$ cat src/rtl/mpadd_seq_if.sv
// Operand/result stream bundle for mpadd_seq; the zero flag exists only when MPADD_ZFLAG_EN is defined.
interface mpadd_seq_if #(
  parameter int SIZE = 8
);
  logic            start;
  logic            op_sub;
  logic            in_valid;
  logic            in_ready;
  logic [SIZE-1:0] a_word;
  logic [SIZE-1:0] b_word;
  logic            out_valid;
  logic            out_ready;
  logic [SIZE-1:0] sum_word;
  logic            out_last;
  logic            busy;
  logic            done;
  logic            co;
  logic            ovf;
`ifdef MPADD_ZFLAG_EN
  logic            zero;
`endif

  modport master (
`ifdef MPADD_ZFLAG_EN
    input  zero,
`endif
    output start, op_sub, in_valid, a_word, b_word, out_ready,
    input  in_ready, out_valid, sum_word, out_last, busy, done, co, ovf
  );

  modport slave (
`ifdef MPADD_ZFLAG_EN
    output zero,
`endif
    input  start, op_sub, in_valid, a_word, b_word, out_ready,
    output in_ready, out_valid, sum_word, out_last, busy, done, co, ovf
  );
endinterface

$ cat src/rtl/mpadd_seq.sv
// Word-serial multi-precision add/subtract over one SIZE-bit adder, LSW first.
// Optional MPADD_ZFLAG_EN adds a whole-result zero flag on the interface.
module mpadd_seq #(
  parameter int SIZE  = 8,
  parameter int WORDS = 4
) (
  input  logic       clk,
  input  logic       rst_n,
  mpadd_seq_if.slave bus
);
  localparam int CW = (WORDS > 1) ? $clog2(WORDS) : 1;
  localparam logic [CW-1:0] LAST_IDX = CW'(WORDS - 1);

  typedef enum logic [1:0] {IDLE, RUN, FLUSH} state_t;

  state_t          state;
  state_t          next_state;
  logic            carry;
  logic            sub;
  logic [CW-1:0]   count;
  logic [SIZE-1:0] sum_q;
  logic            out_valid_q;
  logic            out_last_q;
  logic            done_q;
  logic            co_q;
  logic            ovf_q;
  logic            in_ready_c;
  logic            accept;
  logic            retire;
  logic            last_word;
  logic [SIZE-1:0] b_x;
  logic [SIZE-1:0] add_sum;
  logic            add_co;
  logic            add_ovf;

  // Subtraction is A + ~B + 1, the +1 coming from the carry preloaded at start.
  assign b_x              = bus.b_word ^ {SIZE{sub}};
  assign {add_co, add_sum} = {1'b0, bus.a_word} + {1'b0, b_x} + {{SIZE{1'b0}}, carry};
  assign add_ovf          = (bus.a_word[SIZE-1] == b_x[SIZE-1]) && (add_sum[SIZE-1] != bus.a_word[SIZE-1]);

  assign last_word = (count == LAST_IDX);
  assign accept    = bus.in_valid && in_ready_c;
  assign retire    = (state == FLUSH) && out_valid_q && bus.out_ready;

  always_ff @(posedge clk or negedge rst_n) begin
    if (!rst_n) state <= IDLE;
    else        state <= next_state;
  end

  always_comb begin
    next_state = state;
    in_ready_c = 1'b0;
    case (state)
      IDLE: begin
        if (bus.start) next_state = RUN;
      end
      RUN: begin
        in_ready_c = !out_valid_q || bus.out_ready;
        if (bus.in_valid && in_ready_c && last_word) next_state = FLUSH;
      end
      FLUSH: begin
        if (out_valid_q && bus.out_ready) next_state = IDLE;
      end
      default: next_state = IDLE;
    endcase
  end

  // Single output register: a new word may replace the current one in the
  // same cycle the sink takes it, so the stream runs at one word per clock.
  always_ff @(posedge clk or negedge rst_n) begin
    if (!rst_n) begin
      carry       <= 1'b0;
      sub         <= 1'b0;
      count       <= '0;
      sum_q       <= '0;
      out_valid_q <= 1'b0;
      out_last_q  <= 1'b0;
      done_q      <= 1'b0;
      co_q        <= 1'b0;
      ovf_q       <= 1'b0;
    end else begin
      done_q <= retire;
      if (state == IDLE && bus.start) begin
        sub   <= bus.op_sub;
        carry <= bus.op_sub;
        count <= '0;
      end
      if (accept) begin
        sum_q       <= add_sum;
        out_valid_q <= 1'b1;
        out_last_q  <= last_word;
        carry       <= add_co;
        count       <= count + 1'b1;
        if (last_word) begin
          co_q  <= add_co;
          ovf_q <= add_ovf;
        end
      end else if (bus.out_ready) begin
        out_valid_q <= 1'b0;
        out_last_q  <= 1'b0;
      end
    end
  end

`ifdef MPADD_ZFLAG_EN
  logic zero_q;

  always_ff @(posedge clk or negedge rst_n) begin
    if (!rst_n)                            zero_q <= 1'b0;
    else if (state == IDLE && bus.start)   zero_q <= 1'b1;
    else if (accept)                       zero_q <= zero_q && (add_sum == '0);
  end

  assign bus.zero = zero_q;
`endif

  assign bus.in_ready  = in_ready_c;
  assign bus.out_valid = out_valid_q;
  assign bus.sum_word  = sum_q;
  assign bus.out_last  = out_last_q;
  assign bus.busy      = (state != IDLE);
  assign bus.done      = done_q;
  assign bus.co        = co_q;
  assign bus.ovf       = ovf_q;
endmodule

$ cat src/flat_wrapper.sv
// flat-port wrapper written by rule: the top's interface ports become plain ports
module mpadd_seq_flat 
#(
  parameter int SIZE  = 8,
  parameter int WORDS = 4
)
  (clk, rst_n, bus_start, bus_op_sub, bus_in_valid, bus_a_word, bus_b_word, bus_out_ready, bus_in_ready, bus_out_valid, bus_sum_word, bus_out_last, bus_busy, bus_done, bus_co, bus_ovf);
  mpadd_seq_if #(.SIZE(SIZE)) bus_i ();
  input  logic clk;
  input  logic rst_n;
  input wire logic [$bits(bus_i.start)-1:0] bus_start;
  input wire logic [$bits(bus_i.op_sub)-1:0] bus_op_sub;
  input wire logic [$bits(bus_i.in_valid)-1:0] bus_in_valid;
  input wire logic [$bits(bus_i.a_word)-1:0] bus_a_word;
  input wire logic [$bits(bus_i.b_word)-1:0] bus_b_word;
  input wire logic [$bits(bus_i.out_ready)-1:0] bus_out_ready;
  output wire logic [$bits(bus_i.in_ready)-1:0] bus_in_ready;
  output wire logic [$bits(bus_i.out_valid)-1:0] bus_out_valid;
  output wire logic [$bits(bus_i.sum_word)-1:0] bus_sum_word;
  output wire logic [$bits(bus_i.out_last)-1:0] bus_out_last;
  output wire logic [$bits(bus_i.busy)-1:0] bus_busy;
  output wire logic [$bits(bus_i.done)-1:0] bus_done;
  output wire logic [$bits(bus_i.co)-1:0] bus_co;
  output wire logic [$bits(bus_i.ovf)-1:0] bus_ovf;
  assign bus_i.start = bus_start;
  assign bus_i.op_sub = bus_op_sub;
  assign bus_i.in_valid = bus_in_valid;
  assign bus_i.a_word = bus_a_word;
  assign bus_i.b_word = bus_b_word;
  assign bus_i.out_ready = bus_out_ready;
  assign bus_in_ready = bus_i.in_ready;
  assign bus_out_valid = bus_i.out_valid;
  assign bus_sum_word = bus_i.sum_word;
  assign bus_out_last = bus_i.out_last;
  assign bus_busy = bus_i.busy;
  assign bus_done = bus_i.done;
  assign bus_co = bus_i.co;
  assign bus_ovf = bus_i.ovf;
  mpadd_seq #(.SIZE(SIZE), .WORDS(WORDS)) u_core (.clk(clk), .rst_n(rst_n), .bus(bus_i));
endmodule
$ cat config.mk
export PLATFORM = sky130hd
export DESIGN_NAME = mpadd_seq_flat
export DESIGN_NICKNAME = d
export VERILOG_FILES = /design/src/rtl/mpadd_seq_if.sv /design/src/rtl/mpadd_seq.sv /design/src/flat_wrapper.sv
export SDC_FILE = /design/constraint.sdc
export NUM_CORES = 1
export LEC_CHECK = 0
export ABC_CLOCK_PERIOD_IN_PS = 2400
export CAP_MARGIN = 25
export CORE_ASPECT_RATIO = 2
export CORE_MARGIN = 5
export CORE_UTILIZATION = 40
export CTS_CLUSTER_DIAMETER = 60
export CTS_CLUSTER_SIZE = 24
export DETAILED_ROUTE_END_ITERATION = 10
export PLACE_DENSITY = 0.72
export SYNTH_ARGS = -nofsm -noshare
export SYNTH_HDL_FRONTEND = slang
export SYNTH_SLANG_ARGS = --single-unit
export TNS_END_PERCENT = 20
$ cat constraint.sdc
create_clock -name clk -period 2.4 [get_ports clk]
set_input_delay 0.36 -clock clk [delete_from_list [all_inputs] [get_ports clk]]
set_output_delay 0.36 -clock clk [all_outputs]
set_load 0.02 [all_outputs]
==> key figures, run 1 <==
Critical path
  • CP Class: in -> reg
  • Critical Path, Cell by Cell: clkdlybuf4s50_1, inv_1, fa_1, fa_2, nor2b_2, nor3_1, o21a_1, o21ai_2, a311o_1
  • Slowest stage cell, crit path: clkdlybuf4s50_1
  • Startpoint Class: input pin
  • CP bufs+invs: 2
  • CP required: 2600 ps
  • CP Capture Type: flop
  • Worst Path Arrival: 2440 ps
  • CP top delay family: adder cells
  • Slowest stage delay, CP: roughly 470 ps
  • Worst-path fanout max: 2

Timing
  • Clk_skew: 2.402 ps
  • Tmin final: 2244 ps
  • Hold slack: 433.3 ps
  • Slew Viols, Final: 0
  • Peak Freq: 0.4456 GHz
  • RSZ-0062 raised after global routing: no
  • Period utilization: between 90% and 100%
  • Final Hold Violating Endpoints: 0
  • Final setup vio count: 0
  • Slew HR: 80.48%
  • Measured slew at the worst slew-check pin: 292.8 ps

Synthesis
  • Seq cells post-synth: 19
  • Gate count of the mapped netlist: approximately 120
  • Post-synth ARST share: 100.0%
  • Synth area leader: dfrtp_1
  • Ys Warns: 0
  • Register area share after synthesis: 40.55%
  • Synthesized netlist net count: 151
  • Yosys top cell area share: 40.55%
  • Cell Area, Synth: about 1200 µm²
  • Number of library cell types mapped by synthesis: 34
  • Post-synth EDFFs: 0
  • Most common cell in the netlist: dfrtp_1
  • Top cells by area, synth: dfrtp_1 41%, ha_1 8.5%, xor2_1 8.2%
  • Mean Syn Cell Area: 9.852 µm²
  • Post-synth top cells: 19 x dfrtp_1, 18 x nand2_1, 11 x o21ai_0, 11 x xor2_1, 8 x ha_1
  • Primary FF master, synth: dfrtp_1

Power
  • PwrDens: 1283 nW/µm²
  • Flop pwr share: 26.0%
  • Clk pwr share: a little over a tenth
  • Leak: 0.7433 nW
  • Comb power frac: 63.2%
  • Sw Pwr: about 0.9 mW
  • Sw frac: a little over two fifths
  • Pint: 1.205 mW
  • VDD IR-drop max: 0.5304 mV

Global route
  • Global route overflow: 0
  • Vias in the first global route: 987
  • First-pass GRT wire length: ~4.3 mm
  • Total GRT Usage: a little over an eighth
  • Initial antenna violation count: 0
  • Largest net degree at the start of global routing: 23

Clock network
  • Setup Fix Bufs, Post-CTS: 0
  • Clock slew at reported path FFs: 70 ps
  • Quantity of hold-fixing buffers added after cts: 0
  • Longest Clk Path Bufs: 2
  • Cts bufs inserted: 3
  • H-tree depth: 1
  • Clock Sink Count: 19
  • Resize count post-CTS: 0
  • Later-pin clock latency in the skew report: 260 ps
  • CTS tree: done
  • Root buf cell: clkbuf_8

Floorplanning
  • IO Pins: 37
  • Initial Util: 41.81%
  • Core Area: 2804 µm²
  • Die Width: 48.28 µm
  • Num rows: 27
  • DIE AREA: roughly 4200 µm²
  • Die H: ~87 µm

Cells and area
  • Reg area: 475.5 µm²
  • Number of antenna diodes: 0
  • Post-route insts no fill: 189
  • Layout cells sized above 1: 10.63%
  • Footprint of the multi-input gates: around 660 µm²
  • Area Overhead vs Synth: 39.27%
  • # nets final: approximately 190
  • Fill count: ~260

Place
  • Gpl congestion: 0.7471
  • Dpl cells: 185
  • Port Buf Inserts: 36
  • Final HPWL DP: between 2 and 2.5 mm

Run status
  • Status: complete, no violations

Routing
  • Via count: ~1000
  • DR WL/cell: between 10 and 15 µm
  • 1st-iter DRT viols: 5
  • DRT Pass-1 Iters: 2
  • Final wirelength: 2.623 mm
  • Post-DRT Antenna Nets: 0
  • DRC viols: 0
  • Via density: 5.302

Job
  • Max-cap violation count: 0

Min path
  • Hold WC Path Type: in -> async
-- cell type report --
class | instances | area share (%)
Tap cell | 29 | 2.222
Clock buffer | 3 | 2.529
Multi-Input combinational cell | 91 | 40.31
Inverter | 5 | 1.149
Clock inverter | 1 | 0.3065
Timing Repair Buffer | 41 | 24.37
Sequential cell | 19 | 29.12
-- per-layer routing --
metal | global-route usage, % | wire (µm) | part of all wire (%) | vias up
li1 | - | - | - | 494
met5 | 0 | 0 | 0 | -
met1 | 14.86 | 968 | 37 | 480
met3 | 1.455 | 170 | 6.5 | 4
met2 | 24.88 | 1447 | 55 | 24
met4 | 5.147 | 36 | 1.4 | 0
-- cell usage in the layout, fill, tap and decap left out, types with 2 or more instances in the layout --
cell type / Yosys / final
xnor2_1: 2 / 2
clkbuf_8: 0 / 3
nor2_1: 4 / 4
nand2_1: 18 / 18
clkdlybuf4s50_1: 0 / 36
dfrtp_1: 19 / 19
and3_1: 2 / 2
nand2b_1: 3 / 3
o31ai_1: 3 / 3
ha_1: 8 / 8
nand3b_1: 2 / 2
nand3_1: 3 / 3
xor2_1: 11 / 11
nor3_1: 2 / 2
o21a_1: 3 / 3
o21ai_0: 11 / 10
inv_1: 5 / 5
buf_4: 1 / 5
a21oi_1: 3 / 3
-- registers in the layout (all words and copies together), names as in the netlist --
signal and cells:
u_core.sub 1, u_core.count 2, u_core.bus.co 1, u_core.bus.ovf 1, u_core.carry 1, u_core.bus.sum_word 8, u_core.bus.done 1, u_core.state 2
u_core.bus.out_valid 1, u_core.bus.out_last 1
-- cells by family after synthesis --
| logic type | Yosys count | synth area share [%] |
|---|---|---|
| buffers and inverters | 9 | 4.056 |
| adder cells (fa/ha/maj) | 10 | 11.95 |
| AND/OR/NAND/NOR | 41 | 18.14 |
| AO/OA/AOI/OAI | 26 | 14.62 |
| XOR/XNOR | 13 | 9.712 |
| multiplexers | 1 | 0.9604 |
| flip-flops | 19 | 40.56 |
-- metrics by stage --
step / setup WS, ps / total power [mW] / utilization, % / cell area (µm²) / TNS (ps)
floorplan: 142.5 / 1.410 / - / 1172 / 0
finish: 156.0 / 2.095 / 58.23 / 1633 / 0
global route: 18.69 / 2.274 / 58.23 / 1633 / 0
CTS: 1.574 / 2.098 / 57.92 / 1624 / 0
global placement: -230.6 / 1.832 / 56.27 / 1578 / -543.9
detailed placement: -262.2 / 1.871 / 56.27 / 1578 / -645.0
-- path summary, 6_finish.rpt --
kind | startpoint | endpoint | slack (ps) | depth (start not counted)
setup reg to reg | u_core.sub | u_core.bus.sum_word[5] | 290 | 9
hold / removal | rst_n | u_core.state[0] | 430 | 2
setup / recovery | bus_a_word[0] | u_core.carry | 160 | 9
hold reg to reg | u_core.bus.sum_word[7] | u_core.bus.sum_word[7] | 480 | 2
max in group asynchronous | rst_n | u_core.bus.out_last | 1760 | 2
min in group clk | u_core.bus.sum_word[7] | u_core.bus.sum_word[7] | 480 | 2
-- power by group through the flow --
stage	logic (mW)	registers, mW	clock network [mW]
after CTS	1.32	0.548	0.231
after detailed placement	1.32	0.551	0
after global routing	1.47	0.568	0.239
after floorplan	0.762	0.648	0
after global placement	1.29	0.546	0
final	1.32	0.545	0.227
(Power assumes the default switching activity.)
==> run 2: changes to the inputs <==
--- a/config.mk
+++ b/config.mk
@@ -6,7 +6,6 @@
 export NUM_CORES = 1
 export LEC_CHECK = 0
 export ABC_CLOCK_PERIOD_IN_PS = 2400
-export CAP_MARGIN = 25
 export CORE_ASPECT_RATIO = 2
 export CORE_MARGIN = 5
 export CORE_UTILIZATION = 40
==> results of run 2 <==
No change in the layout: final DEF, timing and power equal those of run 1.
==> run 3: changes to the inputs <==
--- a/config.mk
+++ b/config.mk
@@ -5,6 +5,7 @@
 export SDC_FILE = /design/constraint.sdc
 export NUM_CORES = 1
 export LEC_CHECK = 0
+export ABC_AREA = 1
 export ABC_CLOCK_PERIOD_IN_PS = 2400
 export CORE_ASPECT_RATIO = 2
 export CORE_MARGIN = 5
@@ -12,7 +13,7 @@
 export CTS_CLUSTER_DIAMETER = 60
 export CTS_CLUSTER_SIZE = 24
 export DETAILED_ROUTE_END_ITERATION = 10
-export PLACE_DENSITY = 0.72
+export PLACE_DENSITY = 0.71
 export SYNTH_ARGS = -nofsm -noshare
 export SYNTH_HDL_FRONTEND = slang
 export SYNTH_SLANG_ARGS = --single-unit
==> run 3 against run 2 <==
Clock-buffer cell count rose by 1. Via count increased by 14%. Largest power group unchanged. Register-to-register slack better by 170 ps.
==> key figures, run 3 <==
Clock network
  • H-tree depth: 1 (unchanged)
  • Quantity of hold-fixing buffers added after cts: 0 (unchanged)
  • Clock slew at reported path FFs: 70 ps (about the same)
  • Setup Fix Bufs, Post-CTS: 0 (unchanged)
  • Clock Sink Count: 19 (unchanged)
  • Resize count post-CTS: 0 (unchanged)
  • Cts bufs inserted: 3 (unchanged)
  • Root buf cell: clkbuf_8 (unchanged)
  • Longest Clk Path Bufs: 2 (unchanged)
  • Later-pin clock latency in the skew report: 260 ps (about the same)
  • CTS tree: done (unchanged)

Synthesis
  • Number of library cell types mapped by synthesis: 20 (was 34)
  • Synth area leader: dfrtp_1 (unchanged)
  • Post-synth EDFFs: 0 (unchanged)
  • Primary FF master, synth: dfrtp_1 (unchanged)
  • Post-synth ARST share: 100.0% (unchanged)
  • Cell Area, Synth: 1249 µm² (was 1172 µm²)
  • Register area share after synthesis: 38.08% (was 40.55%)
  • Top cells by area, synth: dfrtp_1 38%, nand2_1 16%, ha_1 8.0% (was dfrtp_1 41%, ha_1 8.5%, xor2_1 8.2%)
  • Seq cells post-synth: 19 (unchanged)
  • Mean Syn Cell Area: 7.708 µm² (was 9.852 µm²)
  • Gate count of the mapped netlist: 162 (was 119)
  • Ys Warns: 0 (unchanged)
  • Yosys top cell area share: 38.08% (was 40.55%)
  • Most common cell in the netlist: nand2_1 (was dfrtp_1)
  • Post-synth top cells: 54 x nand2_1, 23 x inv_1, 19 x dfrtp_1 (was 19 x dfrtp_1, 18 x nand2_1, 11 x o21ai_0, 11 x xor2_1, 8 x ha_1)
  • Synthesized netlist net count: 194 (was 151)

Timing
  • Period utilization: 84.50% (was 93.50%)
  • Peak Freq: 0.4931 GHz (was 0.4456 GHz)
  • Clk_skew: 5.251 ps (was 2.402 ps)
  • RSZ-0062 raised after global routing: no (unchanged)
  • Final Hold Violating Endpoints: 0 (unchanged)
  • Slew HR: 78.47% (was 80.48%)
  • Slew Viols, Final: 0 (unchanged)
  • Measured slew at the worst slew-check pin: 322.5 ps (was 292.8 ps)
  • Tmin final: 2028 ps (was 2244 ps)
  • Setup TNS: 0 ps (unchanged)
  • Final setup vio count: 0 (unchanged)
  • Setup ws final: 372.1 ps (was 156.0 ps)
  • Hold slack: 434.0 ps (was 433.3 ps)

Cells and area
  • # nets final: 235 (was 193)
  • Number of antenna diodes: 0 (unchanged)
  • Largest register FFs: 8 (unchanged)
  • Area Overhead vs Synth: 35.87% (was 39.27%)
  • Most common cell after layout, fill and taps aside: nand2_1 (was clkdlybuf4s50_1)
  • Commonest non-fill, non-tap cells in the layout: 54 x nand2_1, 36 x clkdlybuf4s50_1, 23 x inv_1, 19 x dfrtp_1, 12 x nand3_1 (was 36 x clkdlybuf4s50_1, 19 x dfrtp_1, 18 x nand2_1, 11 x xor2_1, 10 x o21ai_0)
  • Fill count: 287 (was 258)
  • Layout cells sized above 1: 6.436% (was 10.63%)

Power
  • Power, Total: 2.065 mW (was 2.095 mW)
  • Leak: 0.9105 nW (was 0.7433 nW)
  • VDD IR-drop max: 0.5753 mV (was 0.5304 mV)
  • PwrDens: 1217 nW/µm² (was 1283 nW/µm²)

Critical path
  • Depth of the most critical reg-to-reg path: 11 (was 9)
  • Startpoint Class: flop (was input pin)
  • Worst Path Arrival: 1670 ps (was 2440 ps)
  • CP required: 2040 ps (was 2600 ps)
  • CP Class: reg -> out (was in -> reg)
  • CP Capture Type: output pin (was flop)
  • Worst-path fanout max: 4 (was 2)

Global route
  • Initial antenna violation count: 0 (unchanged)
  • Total GRT Usage: 13.46% (was 13.71%)
  • Global route overflow: 0 (unchanged)
  • First-pass GRT wire length: 4.533 mm (was 4.264 mm)
  • Vias in the first global route: 1079 (was 987)
  • Largest net degree at the start of global routing: 20 (was 23)

Routing
  • Via density: 4.909 (was 5.302)
  • Post-DRT Antenna Nets: 0 (unchanged)
  • DR WL/cell: 12.00 µm (was 13.88 µm)
  • Via count: 1139 (was 1002)
  • DRC viols: 0 (unchanged)
  • 1st-iter DRT viols: 15 (was 5)
  • DRT Pass-1 Iters: 4 (was 2)
  • Final wirelength: 2.784 mm (was 2.623 mm)

Place
  • Gpl congestion: 0.8377 (was 0.7471)
  • Final HPWL DP: 2.296 mm (was 2.172 mm)
  • Port Buf Inserts: 36 (unchanged)
  • Place WS: 93.84 ps (was -262.2 ps)

Job
  • Max-cap violation count: 0 (unchanged)

Floorplanning
  • Initial Util: 41.93% (was 41.81%)
  • Core Area: 2978 µm² (was 2804 µm²)
  • DIE AREA: 4407 µm² (was 4179 µm²)
  • IO Pins: 37 (unchanged)
  • Die H: 89.02 µm (was 86.56 µm)
  • Die Width: 49.51 µm (was 48.28 µm)
  • Num rows: 28 (was 27)

Run status
  • Status: complete, no violations (unchanged)

Min path
  • Hold WC Path Type: in -> async (unchanged)
-- run 3: worst max-delay path, cell delays in order, from the launching register on --
cell	delay, ps
dfrtp_1	430
nor2_4	170
inv_2	80
a21oi_1	120
clkdlybuf4s50_1	610
-- run 3: cell families (layout without fill, tap and decap cells) --
| family | count (synthesis) | count (layout) | share of synthesized area [%] |
|---|---|---|---|
| buffers and inverters | 28 | 68 | 8.617 |
| adder cells (fa/ha/maj) | 10 | 10 | 11.22 |
| AND/OR/NAND/NOR | 80 | 80 | 28.66 |
| XOR/XNOR | 11 | 11 | 7.716 |
| flip-flops | 19 | 19 | 38.08 |
| AO/OA/AOI/OAI | 14 | 14 | 5.712 |
-- run 3: final timing paths --
kind,slack [ps],end,from
hold / removal,430,u_core.state[0],rst_n
min in group clk,490,u_core.count[0],u_core.count[0]
setup / recovery,370,bus_in_ready,u_core.state[1]
max in group asynchronous,1770,u_core.sub,rst_n
hold reg to reg,490,u_core.count[0],u_core.count[0]
setup reg to reg,460,u_core.bus.sum_word[7],u_core.sub
-- run 3: per-layer routing --
| layer | share of wire [%] | GRT usage [%] |
|---|---|---|
| met5 | 0 | 0 |
| met4 | 2.7 | 8.592 |
| met3 | 5.6 | 2.504 |
| met2 | 56 | 26.79 |
| met1 | 35 | 11.78 |
-- run 3: final cells by class --
class	instances	area (µm²)	share of cell area (%)
tap	30	37.54	2.212
sequential	19	475.5	28.02
inverter	26	97.59	5.752
multi-input combinational	115	665.6	39.23
timing repair buffer	38	375.4	22.12
clock buffer	4	45.04	2.655
-- run 3: stage by stage --
step / cell area, µm² / utilization [%] / std cells
floorplan: 1249 / - / 162
detailed placement: 1652 / 55.46 / 228
global placement: 1652 / 55.46 / 228
finish: 1697 / 56.97 / 232
CTS: 1697 / 56.97 / 232
global route: 1697 / 56.97 / 232
-- run 3: power breakdown --
part | switching (mW) | internal (mW)
sequential | 0.0910 | 0.459
combinational | 0.740 | 0.556
clock | 0.101 | 0.118
